**src/rtl/router_fsm_np.sv**
```systemverilog
// Packet-sequencing control FSM for the N-port router: header decode, payload, parity and full stall,
// plus invalid-address drop, wait-for-empty timeout and a saturating dropped-packet counter.
//
// state              | meaning
// S_DECODE           | idle, waiting for a header on pkt_valid
// S_LOAD_FIRST       | header byte written to the selected FIFO
// S_LOAD_DATA        | payload bytes written
// S_LOAD_PARITY      | parity byte written
// S_CHECK_PARITY     | parity compare, internal register reset
// S_FIFO_FULL        | destination FIFO full, writes stalled
// S_LOAD_AFTER_FULL  | resume after a full stall
// S_WAIT_EMPTY       | destination FIFO not yet empty, header held
// S_DROP             | packet discarded while the source drains
module router_fsm_np #(
  parameter int NUM_PORTS    = 4,
  parameter int WAIT_TIMEOUT = 32,
  parameter int DROP_CNT_W   = 16,
  localparam int ADDR_W      = (NUM_PORTS > 2) ? $clog2(NUM_PORTS) : 1
) (
  input  logic                  clk,
  input  logic                  resetn,
  input  logic                  pkt_valid,
  input  logic [ADDR_W-1:0]     dest_addr,
  input  logic [NUM_PORTS-1:0]  fifo_full,
  input  logic [NUM_PORTS-1:0]  fifo_empty,
  input  logic [NUM_PORTS-1:0]  soft_reset,
  input  logic                  parity_done,
  input  logic                  low_pkt_valid,
  output logic                  detect_add,
  output logic                  lfd_state,
  output logic                  ld_state,
  output logic                  laf_state,
  output logic                  full_state,
  output logic                  rst_int_reg,
  output logic                  write_enb_reg,
  output logic                  busy,
  output logic [ADDR_W-1:0]     dest_sel,
  output logic                  pkt_drop,
  output logic                  wait_timeout,
  output logic [DROP_CNT_W-1:0] drop_count
);

  localparam int CNT_W   = (WAIT_TIMEOUT > 1) ? $clog2(WAIT_TIMEOUT) : 1;
  localparam int TO_LAST = (WAIT_TIMEOUT > 0) ? WAIT_TIMEOUT - 1 : 0;

  typedef enum logic [3:0] {
    S_DECODE,
    S_LOAD_FIRST,
    S_LOAD_DATA,
    S_LOAD_PARITY,
    S_CHECK_PARITY,
    S_FIFO_FULL,
    S_LOAD_AFTER_FULL,
    S_WAIT_EMPTY,
    S_DROP
  } state_t;

  state_t           state;
  state_t           state_nxt;
  logic [CNT_W-1:0] wait_cnt;
  logic             sel_full;
  logic             sel_empty;
  logic             sel_srst;
  logic             addr_empty;
  logic             addr_bad;
  logic             timeout_hit;

  // Only the latched destination's status matters; an out-of-range address selects nothing.
  always_comb begin
    sel_full   = 1'b0;
    sel_empty  = 1'b0;
    sel_srst   = 1'b0;
    addr_empty = 1'b0;
    for (int i = 0; i < NUM_PORTS; i++) begin
      if (dest_sel == ADDR_W'(i)) begin
        sel_full  = fifo_full[i];
        sel_empty = fifo_empty[i];
        sel_srst  = soft_reset[i];
      end
      if (dest_addr == ADDR_W'(i)) begin
        addr_empty = fifo_empty[i];
      end
    end
  end

  assign addr_bad    = (32'(dest_addr) >= NUM_PORTS);
  assign timeout_hit = (WAIT_TIMEOUT != 0) && (wait_cnt == CNT_W'(TO_LAST));

  always_comb begin
    state_nxt = state;
    case (state)
      S_DECODE: begin
        if (pkt_valid) begin
          if (addr_bad)        state_nxt = S_DROP;
          else if (addr_empty) state_nxt = S_LOAD_FIRST;
          else                 state_nxt = S_WAIT_EMPTY;
        end
      end
      S_LOAD_FIRST:   state_nxt = S_LOAD_DATA;
      S_LOAD_DATA: begin
        if (sel_full)        state_nxt = S_FIFO_FULL;
        else if (!pkt_valid) state_nxt = S_LOAD_PARITY;
      end
      S_LOAD_PARITY:  state_nxt = S_CHECK_PARITY;
      S_CHECK_PARITY: state_nxt = sel_full ? S_FIFO_FULL : S_DECODE;
      S_FIFO_FULL: begin
        if (!sel_full) state_nxt = S_LOAD_AFTER_FULL;
      end
      S_LOAD_AFTER_FULL: begin
        if (parity_done)        state_nxt = S_DECODE;
        else if (low_pkt_valid) state_nxt = S_LOAD_PARITY;
        else                    state_nxt = S_LOAD_DATA;
      end
      S_WAIT_EMPTY: begin
        if (sel_empty)        state_nxt = S_LOAD_FIRST;
        else if (timeout_hit) state_nxt = S_DROP;
      end
      S_DROP: begin
        if (!pkt_valid) state_nxt = S_DECODE;
      end
      default: state_nxt = S_DECODE;
    endcase
    if (sel_srst && (state != S_DECODE)) state_nxt = S_DECODE;
  end

  always_ff @(posedge clk or negedge resetn) begin
    if (!resetn) begin
      state        <= S_DECODE;
      dest_sel     <= '0;
      wait_cnt     <= '0;
      drop_count   <= '0;
      wait_timeout <= 1'b0;
    end else begin
      state <= state_nxt;
      if ((state == S_DECODE) && pkt_valid) dest_sel <= dest_addr;
      // Held at zero outside the wait state, so every entry starts from zero.
      if (state == S_WAIT_EMPTY) wait_cnt <= wait_cnt + 1'b1;
      else                       wait_cnt <= '0;
      wait_timeout <= (state == S_WAIT_EMPTY) && (state_nxt == S_DROP);
      if ((state_nxt == S_DROP) && (state != S_DROP) && (drop_count != '1))
        drop_count <= drop_count + 1'b1;
    end
  end

  always_comb begin
    detect_add    = 1'b0;
    lfd_state     = 1'b0;
    ld_state      = 1'b0;
    laf_state     = 1'b0;
    full_state    = 1'b0;
    rst_int_reg   = 1'b0;
    write_enb_reg = 1'b0;
    busy          = 1'b0;
    pkt_drop      = 1'b0;
    case (state)
      S_DECODE:          detect_add = 1'b1;
      S_LOAD_FIRST: begin
        lfd_state = 1'b1;
        busy      = 1'b1;
      end
      S_LOAD_DATA: begin
        ld_state      = 1'b1;
        write_enb_reg = 1'b1;
      end
      S_LOAD_PARITY: begin
        write_enb_reg = 1'b1;
        busy          = 1'b1;
      end
      S_CHECK_PARITY: begin
        rst_int_reg = 1'b1;
        busy        = 1'b1;
      end
      S_FIFO_FULL: begin
        full_state = 1'b1;
        busy       = 1'b1;
      end
      S_LOAD_AFTER_FULL: begin
        laf_state     = 1'b1;
        write_enb_reg = 1'b1;
        busy          = 1'b1;
      end
      S_WAIT_EMPTY:      busy = 1'b1;
      S_DROP:            pkt_drop = 1'b1;
      default:           detect_add = 1'b0;
    endcase
  end

endmodule

```
**config.mk**
```make
export PLATFORM = sky130hd
export DESIGN_NAME = router_fsm_np
export DESIGN_NICKNAME = d
export VERILOG_FILES = /design/src/rtl/router_fsm_np.sv
export SDC_FILE = /design/constraint.sdc
export NUM_CORES = 1
export LEC_CHECK = 0
export BUFFER_PORTS_ARGS = -buffer_cell sky130_fd_sc_hd__buf_2
export CAP_MARGIN = 10
export CORE_MARGIN = 2
export CORE_UTILIZATION = 30
export DETAILED_ROUTE_END_ITERATION = 16
export GPL_ROUTABILITY_DRIVEN = 0
export PLACE_DENSITY = 0.58
export REMOVE_ABC_BUFFERS = 1
export SKIP_LAST_GASP = 1
export SLEW_MARGIN = 0
export SYNTH_ARGS = -nofsm -noshare
export SYNTH_HDL_FRONTEND = slang
export SYNTH_SLANG_ARGS = --single-unit
export TNS_END_PERCENT = 10
```
**constraint.sdc**
```tcl
create_clock -name clk -period 3.3 [get_ports clk]
set_clock_uncertainty 0.2 [all_clocks]
set_input_delay 0.33 -clock clk [delete_from_list [all_inputs] [get_ports clk]]
set_output_delay 0.33 -clock clk [all_outputs]
set_load 0.02 [all_outputs]
```
---- Word-level counts from Yosys, hierarchy flattened ----
Cells that the tools add are included.
operators by class
  add/subtract/negate cells ............... 2
  eq/ne operators ......................... 18
  multiplexer cells ....................... 39
  reductions and logical operators ........ 11
operators by type and width
  kind                     number
  $pmux W4 S9              1
  $mux W4                  8
  $mux W1                  26
  $add A16 B1 Y16 const B  1
  $eq A4 B3 Y1 const B     4
  $ne A16 B16 Y1 const B   1
  $eq A2 B2 Y1 const B     4
  $eq A4 B2 Y1 const B     2
  $eq A4 B4 Y1 const B     2
  $mux W3                  2
  $reduce_or A6 Y1         1
  $add A5 B1 Y5 const B    1
  $eq A5 B5 Y1 const B     1
  $logic_and A1 B1 Y1      5
  $mux W5                  1
  $eq A2 B1 Y1 const B     2
  $eq A4 B1 Y1 const B     1
  $logic_not A2 Y1         2
  $logic_not A4 Y1         1
  $ne A4 B4 Y1 const B     1
  $reduce_bool A4 Y1       1
  $reduce_or A3 Y1         1
  $mux W2                  1
word-level totals
  bits in registers ....................... 28
  output and inout port bits .............. 28
  word-level logic and storage cells ...... 75

---- Depth between registers and ports, before layout ----
Gate-level depths: netlist of the first run.
  depth in word-level cells ............... 12
  depth in mapped cells ................... 8
  depth with buffers taken out ............ 7

---- Least setup slack after synthesis of the first run ----
Ideal clock, no wire load.
  kind .................................... register -> register
  start ................................... register dest_sel[0]
  end ..................................... register drop_count[15]
  library setup time ...................... 0.125 ns
  arrival ................................. 2.313 ns
  slack ................................... 0.662 ns
  cell stages (with the launch flop) ...... 6
  path buffers ............................ 0
  path through ............................ dfrtp_1 -> mux4_2 -> or3b_4 -> nor3_1 -> and3_2 -> mux2_2
between the ends
  word-level cells in the longest chain between the ends .. 11
  elaborated cells between the ends (all ways) .. 26
RTL lines
  element                              RTL line  text
  start, declared                      37        output logic [ADDR_W-1:0] dest_sel,
  start signal, assigned               135       if ((state == S_DECODE) && pkt_valid) dest_sel <= dest_addr;
  $logic_not A2 Y1                     75        if (dest_sel == ADDR_W'(i)) begin
  $mux W1 (4 in series)                75
  $mux W4 (tied with other cells)      115       if (sel_empty) state_nxt = S_LOAD_FIRST;
  $pmux W4 S9                          91        case (state)
  $mux W4 *                            123       if (sel_srst && (state != S_DECODE)) state_nxt = S_DECODE;
  $eq A4 B4 Y1 *                       140       if ((state_nxt == S_DROP) && (state != S_DROP) && (drop_count != '1))
  $logic_and A1 B1 Y1 * (2 in series)  140
  end signal, assigned                 141       drop_count <= drop_count + 1'b1;
  end, declared                        40        output logic [DROP_CNT_W-1:0] drop_count
Mark *: on every way between the ends. The rest lies on a longest branch, timed or not.
A chain may end at the register's enable or synchronous reset.

---- Worst setup path after layout of the first run ----
  start ................................... register drop_count[0]
  end ..................................... register drop_count[1]
between the ends
  word-level cells in the longest chain between the ends .. 2
  elaborated cells between the ends (all ways) .. 3
RTL lines
  element
  branches (longest 2 deep; another with $add A16 B1 Y16)
Parallel ways; which one is timed is not known.

==> Implementation_results.wiki, run 1 <==
{| class="wikitable"
! Metric !! Value
|-
| Number of flops mapped to enable cells by yosys || 0
|-
| Vertical die dimension || 77.2 µm
|-
| Fillcell total || about 560
|-
| Combinational family with the most area after synthesis || simple AND/OR/NAND/NOR gates
|-
| Synthesized-area fraction occupied by xor and xnor cells || 8.71%
|-
| Proportion of register bits with asynchronous set or reset after synthesis || 100%
|-
| Total design power || 1010 µW
|-
| Time the worst path needs with I/O delays and setup || between 2 and 3 ns
|-
| Worst slew margin || between 50% and 60%
|-
| Worst-path fanout max || 13
|-
| Top flip-flop cell by instance count after synthesis || sky130_fd_sc_hd__dfrtp_1
|-
| Layout Nets || ~220
|-
| Congestion Overflow GR || 0
|-
| Worst slew pin tran || between 0.6 and 0.7 ns
|-
| Max stage delay cell, worst path || sky130_fd_sc_hd__a2111o_1
|-
| Detailed Route Iter0 Violations || between 50 and 60
|-
| Critical path data required time || 3.26 ns
|-
| Startpoint Class || register
|-
| Most common library cell in the layout ignoring fill and taps || sky130_fd_sc_hd__buf_2
|-
| Drt first pass iters || 6
|-
| DRT antenna net count || 0
|-
| Upper clock frequency limit || 0.353 GHz
|-
| Cell count after synthesis || 149
|-
| Post-cts resize count || 0
|-
| Fraction of final layout cells sized beyond drive strength 1 || about a third
|-
| Hold Crit Class || in -> reg
|-
| Synth Cell Area || 1610 µm²
|-
| Commonest cells after routing, fill and taps aside || sky130_fd_sc_hd__buf_2 (46), sky130_fd_sc_hd__dfrtp_1 (28), sky130_fd_sc_hd__nor2_1 (16)
|-
| Crit. path cell count || 5
|-
| ANT cells || 0
|-
| Clk buf depth || 2
|-
| Cell class contributing the biggest share of worst-path delay || simple AND/OR/NAND/NOR gates
|-
| Synth Area per Inst || approximately 11 µm²
|-
| # Post-CTS Setup Buffers || 0
|-
| WP buf/inv || 0
|-
| Setup repair after global routing missed its margin || false
|-
| Category of the critical setup timing path || reg -> reg
|-
| WHS Endpoint || dest_sel[1]$_DFFE_PN0P_
|-
| Wire length of the first global-routing pass || 5.75 mm
|-
| Outcome || complete, no violations
|-
| Area of the core || 5140 µm²
|-
| Pwr per Cell Area || 521 nW/µm²
|-
| Critical Path AT || 2.79 ns
|-
| Area enclosed by the die boundary || approximately 6000 µm²
|-
| Peak supply drop || 0.126 mV
|-
| TritonCTS Buffers || 3
|-
| Kind of end point of the critical path || register
|-
| Number of library cell types mapped by synthesis || 41
|-
| CTS sink count || 28
|-
| Initial antenna violation count || 0
|-
| Hold-fix buffer count after cts || 1
|-
| Worst Reg2Reg Path Length in Cells || 5
|-
| Maximum number of pins on one net before global-route repair || 29
|-
| Multiplexer share of the synthesized area || 10.2%
|-
| Synthesized-area fraction occupied by and/or/nand/nor cells || a little under a quarter
|-
| Total of flip-flops plus latches after synthesis || 28
|-
| CTS tree || built
|-
| DR vias/cell || 4.67
|-
| Top Ports || 47
|-
| Routed via count || 1243
|-
| Root buffer cell || sky130_fd_sc_hd__clkbuf_8
|-
| Warning count from the yosys run || 0
|-
| Origin of the worst min-delay path || dest_addr[1]
|-
| Via count of the first global-routing pass || roughly 1.3k
|-
| Initial core utilization || ~31%
|-
| Max-slew violations || 0
|-
| Start of the worst register-to-register path || drop_count[0]$_DFFE_PN0P_
|-
| GRT Resource Usage Total || 11.7%
|-
| Post-detailed-route DRC marker count || 0
|-
| Area growth from synthesis to layout || 20.8%
|-
| CP cell instances || ha_1 -> nand3_1 -> nor4_1 -> a2111o_1 -> mux2_2
|-
| Peak per-stage delay on the critical path || 0.64 ns
|-
| Multi-input gate area in the final layout || 818 µm²
|-
| Level count of the clock H-tree || 1
|-
| Wire per inst || 12.4 µm
|-
| Final HPWL DP || 2.49 mm
|-
| Final wirelength || about 3.3 mm
|-
| Internal reg-to-reg setup slack || 0.47 ns
|-
| Final Hold Violating Endpoints || 0
|-
| Total number of placement rows || 26
|-
| Final-layout setup total negative slack || 0 ns
|-
| Leak pwr || slightly above 0.001 µW
|-
| Sequential fraction of the synthesis area || 43.5%
|-
| Adder and majority gate portion of the synthesized area || 2.95%
|-
| Share of the cycle needed by the critical path after routing || 85.8%
|-
| Final count of negative-setup-slack endpoints || 0
|-
| Worst hold path cell count || 2
|-
| Max-capacitance violation count || 0
|-
| Port Buffer Count || 46
|-
| Register clock-pin slew on the reported worst setup and hold paths || 0.09 ns
|-
| Compound-cell area share of the yosys netlist || 6.38%
|-
| Area of all sequential standard cells || 701 µm²
|-
| Chip Width || 77.2 µm
|-
| Clock latency of the later-clocked register in the worst-skew pair || 0.27 ns
|-
| End of the worst register-to-register path || drop_count[1]$_DFFE_PN0P_
|}
## per-layer routing
metal / global-route usage [%] / vias to the layer above / wire length, µm
met5: 0 / - / 0
met4: 3.75 / 0 / 27
met3: 1.76 / 2 / 95
met2: 20.9 / 14 / 1730
met1: 14.4 / 604 / 1460
li1: - / 623 / -
## cell type report
cell class,instances,share of cell area [%]
clock buffer,4,2.83
sequential,28,36.1
multi-input combinational,107,42.1
timing repair buffer,48,12.7
tap,70,4.51
inverter,9,1.74
## where the power goes
part           leakage, µW  internal, µW  total (µW)  switching, µW
Clock            0.0000288           107         208            102
Combinational     0.000613           163         368            205
Sequential        0.000373           372         435           62.4
Total              0.00101           642        1010            369
## cell usage after synthesis (all sizes together) (2+ instances only)
cell    instances  area, µm²
dfrtp          28        701
nor2           16       60.1
xor2           10       87.6
inv             9       33.8
nand2           9       33.8
nor3            9       66.3
nand3           6       30.0
nor4            6       52.6
xnor2           6       52.6
mux2            5       56.3
a21oi           4       20.0
and3            4       27.5
clkbuf          4       45.0
mux4            4       97.6
ha              3       37.5
nand2b          3       18.8
o21ai           3       15.0
a31oi           2       12.5
nand4           2       12.5
## cell families after synthesis
logic type | after synthesis
multiplexers | 10
flip-flops | 28
buffers and inverters | 14
AO/OA/AOI/OAI | 15
XOR/XNOR | 16
AND/OR/NAND/NOR | 62
adder cells (fa/ha/maj) | 4
## worst max-delay path by stage
stage / from / endpoint
5_1_grt: drop_count[0]$_DFFE_PN0P_ / drop_count[1]$_DFFE_PN0P_
2_1_floorplan: dest_sel[0]$_DFFE_PN0P_ / drop_count[8]$_DFFE_PN0P_
6_report: drop_count[0]$_DFFE_PN0P_ / drop_count[1]$_DFFE_PN0P_
3_5_place_dp: drop_count[0]$_DFFE_PN0P_ / drop_count[1]$_DFFE_PN0P_
3_3_place_gp: drop_count[0]$_DFFE_PN0P_ / drop_count[1]$_DFFE_PN0P_
4_1_cts: drop_count[0]$_DFFE_PN0P_ / drop_count[1]$_DFFE_PN0P_
## registers in the layout, summed over array words and instances (netlist names)
| signal | cells |
|---|---|
| dest_sel | 2 |
| drop_count | 16 |
| state | 4 |
| wait_cnt | 5 |
| wait_timeout | 1 |
## stage by stage
stage / util (%) / hold WS (ns) / instances / setup WS [ns] / area, µm²
CTS: 37.8 / 0.115 / 266 / 0.452 / 1940
floorplan: - / -0.166 / 144 / 0.608 / 1550
detailed placement: 36.5 / 0.193 / 261 / 0.473 / 1880
global placement: 36.5 / 0.186 / 261 / 0.554 / 1880
finish: 37.8 / 0.125 / 266 / 0.468 / 1940
global route: 37.8 / 0.116 / 266 / 0.262 / 1940
(Power assumes the default switching activity.)
==> run 2: changes to the inputs <==
--- a/config.mk
+++ b/config.mk
@@ -8,10 +8,10 @@
 export BUFFER_PORTS_ARGS = -buffer_cell sky130_fd_sc_hd__buf_2
 export CAP_MARGIN = 10
 export CORE_MARGIN = 2
-export CORE_UTILIZATION = 30
+export CORE_UTILIZATION = 51
 export DETAILED_ROUTE_END_ITERATION = 16
 export GPL_ROUTABILITY_DRIVEN = 0
-export PLACE_DENSITY = 0.58
+export PLACE_DENSITY = 0.86
 export REMOVE_ABC_BUFFERS = 1
 export SKIP_LAST_GASP = 1
 export SLEW_MARGIN = 0
==> Implementation_results.wiki, run 2 (synthesized netlist as in run 1, its figures left out) <==
{| class="wikitable"
! Metric !! Value
|-
| Total number of placement rows || 20 (was 26)
|-
| Share of the cycle needed by the critical path after routing || 84.4% (was 85.8%)
|-
| Drt first pass iters || 4 (was 6)
|-
| Max stage delay cell, worst path || sky130_fd_sc_hd__mux4_2 (was sky130_fd_sc_hd__a2111o_1)
|-
| Root buffer cell || sky130_fd_sc_hd__clkbuf_4 (was sky130_fd_sc_hd__clkbuf_8)
|-
| Peak per-stage delay on the critical path || 0.56 ns (was 0.64 ns)
|-
| Upper clock frequency limit || 0.359 GHz (was 0.353 GHz)
|-
| ANT cells || 0 (unchanged)
|-
| Worst slew margin || 58.6% (was 55.3%)
|-
| Final wirelength || 3.02 mm (was 3.31 mm)
|-
| Pwr per Cell Area || 500 nW/µm² (was 521 nW/µm²)
|-
| Total design power || 936 µW (was 1010 µW)
|-
| Layout Nets || 218 (was 219)
|-
| Worst slew pin tran || 0.620 ns (was 0.665 ns)
|-
| Register clock-pin slew on the reported worst setup and hold paths || 0.13 ns (was 0.09 ns)
|-
| Non-filler instance count after layout || 238 (was 266)
|-
| Detailed Route Iter0 Violations || 68 (was 57)
|-
| Commonest cells after routing, fill and taps aside || sky130_fd_sc_hd__buf_2 (46), sky130_fd_sc_hd__dfrtp_1 (28), sky130_fd_sc_hd__nor2_1 (16) (unchanged)
|-
| Placed Cells incl. Taps || 234 (was 261)
|-
| Kind of end point of the critical path || register (unchanged)
|-
| Fillcell total || 261 (was 557)
|-
| Most flops, register || drop_count (unchanged)
|-
| Maximum number of pins on one net before global-route repair || 29 (unchanged)
|-
| Routed via count || 1257 (was 1243)
|-
| CTS tree || built (unchanged)
|-
| Top Ports || 47 (unchanged)
|-
| Worst Hold Margin || 0.0663 ns (was 0.125 ns)
|-
| GRT Resource Usage Total || 18.3% (was 11.7%)
|-
| Port Buffer Count || 46 (unchanged)
|-
| Startpoint Class || register (unchanged)
|-
| Worst-path fanout max || 13 (unchanged)
|-
| Chip Width || 60.2 µm (was 77.2 µm)
|-
| Max-capacitance violation count || 0 (unchanged)
|-
| Wire length of the first global-routing pass || 4.93 mm (was 5.75 mm)
|-
| Busiest metal layer after global routing || met2 (unchanged)
|-
| Most common library cell in the layout ignoring fill and taps || sky130_fd_sc_hd__buf_2 (unchanged)
|-
| Area growth from synthesis to layout || 16.3% (was 20.8%)
|-
| CP cell instances || mux4_2 -> or3b_4 -> a2111o_1 -> nor4_1 -> xor2_1 (was ha_1 -> nand3_1 -> nor4_1 -> a2111o_1 -> mux2_2)
|-
| Clock latency of the later-clocked register in the worst-skew pair || 0.32 ns (was 0.27 ns)
|-
| Critical Path AT || 2.84 ns (was 2.79 ns)
|-
| Final HPWL DP || 2.27 mm (was 2.49 mm)
|-
| WP buf/inv || 0 (unchanged)
|-
| Cell class contributing the biggest share of worst-path delay || simple AND/OR/NAND/NOR gates (unchanged)
|-
| TritonCTS Buffers || 3 (unchanged)
|-
| Hold Crit Class || in -> reg (unchanged)
|-
| CTS sink count || 28 (unchanged)
|-
| Max-slew violations || 0 (unchanged)
|-
| DRT antenna net count || 0 (unchanged)
|-
| Initial core utilization || 53.1% (was 31.3%)
|-
| Category of the critical setup timing path || reg -> reg (unchanged)
|-
| Leak pwr || 0.000994 µW (was 0.00101 µW)
|-
| Fraction of final layout cells sized beyond drive strength 1 || 34.0% (was 34.7%)
|-
| Met3 GRT Util || 4.76% (was 1.76%)
|-
| Area of the core || 3030 µm² (was 5140 µm²)
|-
| Vertical die dimension || 60.2 µm (was 77.2 µm)
|-
| Peak supply drop || 0.285 mV (was 0.126 mV)
|-
| Initial antenna violation count || 0 (unchanged)
|-
| Outcome || complete, no violations (unchanged)
|-
| Clk buf depth || 2 (unchanged)
|-
| Final Hold Violating Endpoints || 0 (unchanged)
|-
| Setup repair after global routing missed its margin || false (unchanged)
|-
| Level count of the clock H-tree || 1 (unchanged)
|-
| Congestion Overflow GR || 0 (unchanged)
|-
| Critical path data required time || 3.36 ns (was 3.26 ns)
|-
| Top flop regs || drop_count x16, wait_cnt x5, state x4 (unchanged)
|-
| Area enclosed by the die boundary || 3620 µm² (was 5970 µm²)
|-
| Final-layout setup total negative slack || 0 ns (unchanged)
|-
| Final count of negative-setup-slack endpoints || 0 (unchanged)
|-
| DR vias/cell || 5.28 (was 4.67)
|-
| Wire per inst || 12.7 µm (was 12.4 µm)
|-
| Via count of the first global-routing pass || 1136 (was 1283)
|-
| Time the worst path needs with I/O delays and setup || 2.78 ns (was 2.83 ns)
|-
| Post-detailed-route DRC marker count || 0 (unchanged)
|-
| Grt met2 use || 28.9% (was 20.9%)
|-
| Met1 Resource Use GR || 24.3% (was 14.4%)
|-
| Largest register FFs || 16 (unchanged)
|}
[run 2: cell types whose count changed in the layout (fill, tap and decap cells not counted)]
cell,delta
sky130_fd_sc_hd__clkbuf_4,+3
sky130_fd_sc_hd__buf_4,-1
sky130_fd_sc_hd__clkbuf_8,-4
[run 2: stage by stage]
step                      area, µm²  setup WS [ns]  util, %
after floorplan                1550          0.608        -
after global placement         1840          0.619     60.7
after detailed placement       1840          0.532     60.7
after CTS                      1870          0.506     61.8
after global routing           1870          0.356     61.8
final                          1870          0.515     61.8
[run 2: cell type report]
cell class	count	area, µm²	area share, %
timing repair buffer	47	240	12.8
sequential	28	701	37.5
clock buffer	3	22.5	1.20
tap	44	55.1	2.94
inverter	9	33.8	1.81
multi-input combinational	107	818	43.7
[run 2: final timing paths]
check / startpoint / end / slack (ns) / cells past startpoint
worst min register to register: wait_cnt[0]$_DFF_PN0_ / wait_cnt[0]$_DFF_PN0_ / 0.28 / 1
worst max-delay path: dest_sel[0]$_DFFE_PN0P_ / drop_count[8]$_DFFE_PN0P_ / 0.52 / 5
worst min-delay path: dest_addr[1] / dest_sel[1]$_DFFE_PN0P_ / 0.07 / 2
worst max register to register: dest_sel[0]$_DFFE_PN0P_ / drop_count[8]$_DFFE_PN0P_ / 0.52 / 5
min in group asynchronous: resetn / drop_count[4]$_DFFE_PN0P_ / 0.35 / 2
max in group asynchronous: resetn / wait_cnt[0]$_DFF_PN0_ / 2.15 / 2
[run 2: power breakdown]
part           switching (µW)  internal (µW)  total (µW)
combinational             206            163         370
sequential               61.3            373         434
clock                    89.6           42.8         132
total                     357            579         936
[run 2: layer usage]
| metal | part of all wire (%) | vias to the layer above | wire (µm) |
|---|---|---|---|
| met5 | 0 | - | 0 |
| met4 | 1.8 | 0 | 54 |
| met3 | 2.8 | 7 | 84 |
| met2 | 51 | 19 | 1530 |
| met1 | 45 | 603 | 1340 |
| li1 | - | 628 | - |
[run 2: repair_timing]
item                                    in CTS  in global routing
resized for setup                            0                  0
endpoints found under the setup margin       0                  0
buffers inserted                             0                  0
endpoints found under the hold margin       28                  0
hold buffers                                 1                  0
[run 2: worst register-to-register path, cell delays in order, from the launching register on]
cell and delay [ns]:
sky130_fd_sc_hd__dfrtp_1 0.46, sky130_fd_sc_hd__mux4_2 0.56, sky130_fd_sc_hd__or3b_4 0.42, sky130_fd_sc_hd__a2111o_1 0.56, sky130_fd_sc_hd__nor4_1 0.34, sky130_fd_sc_hd__xor2_1 0.18
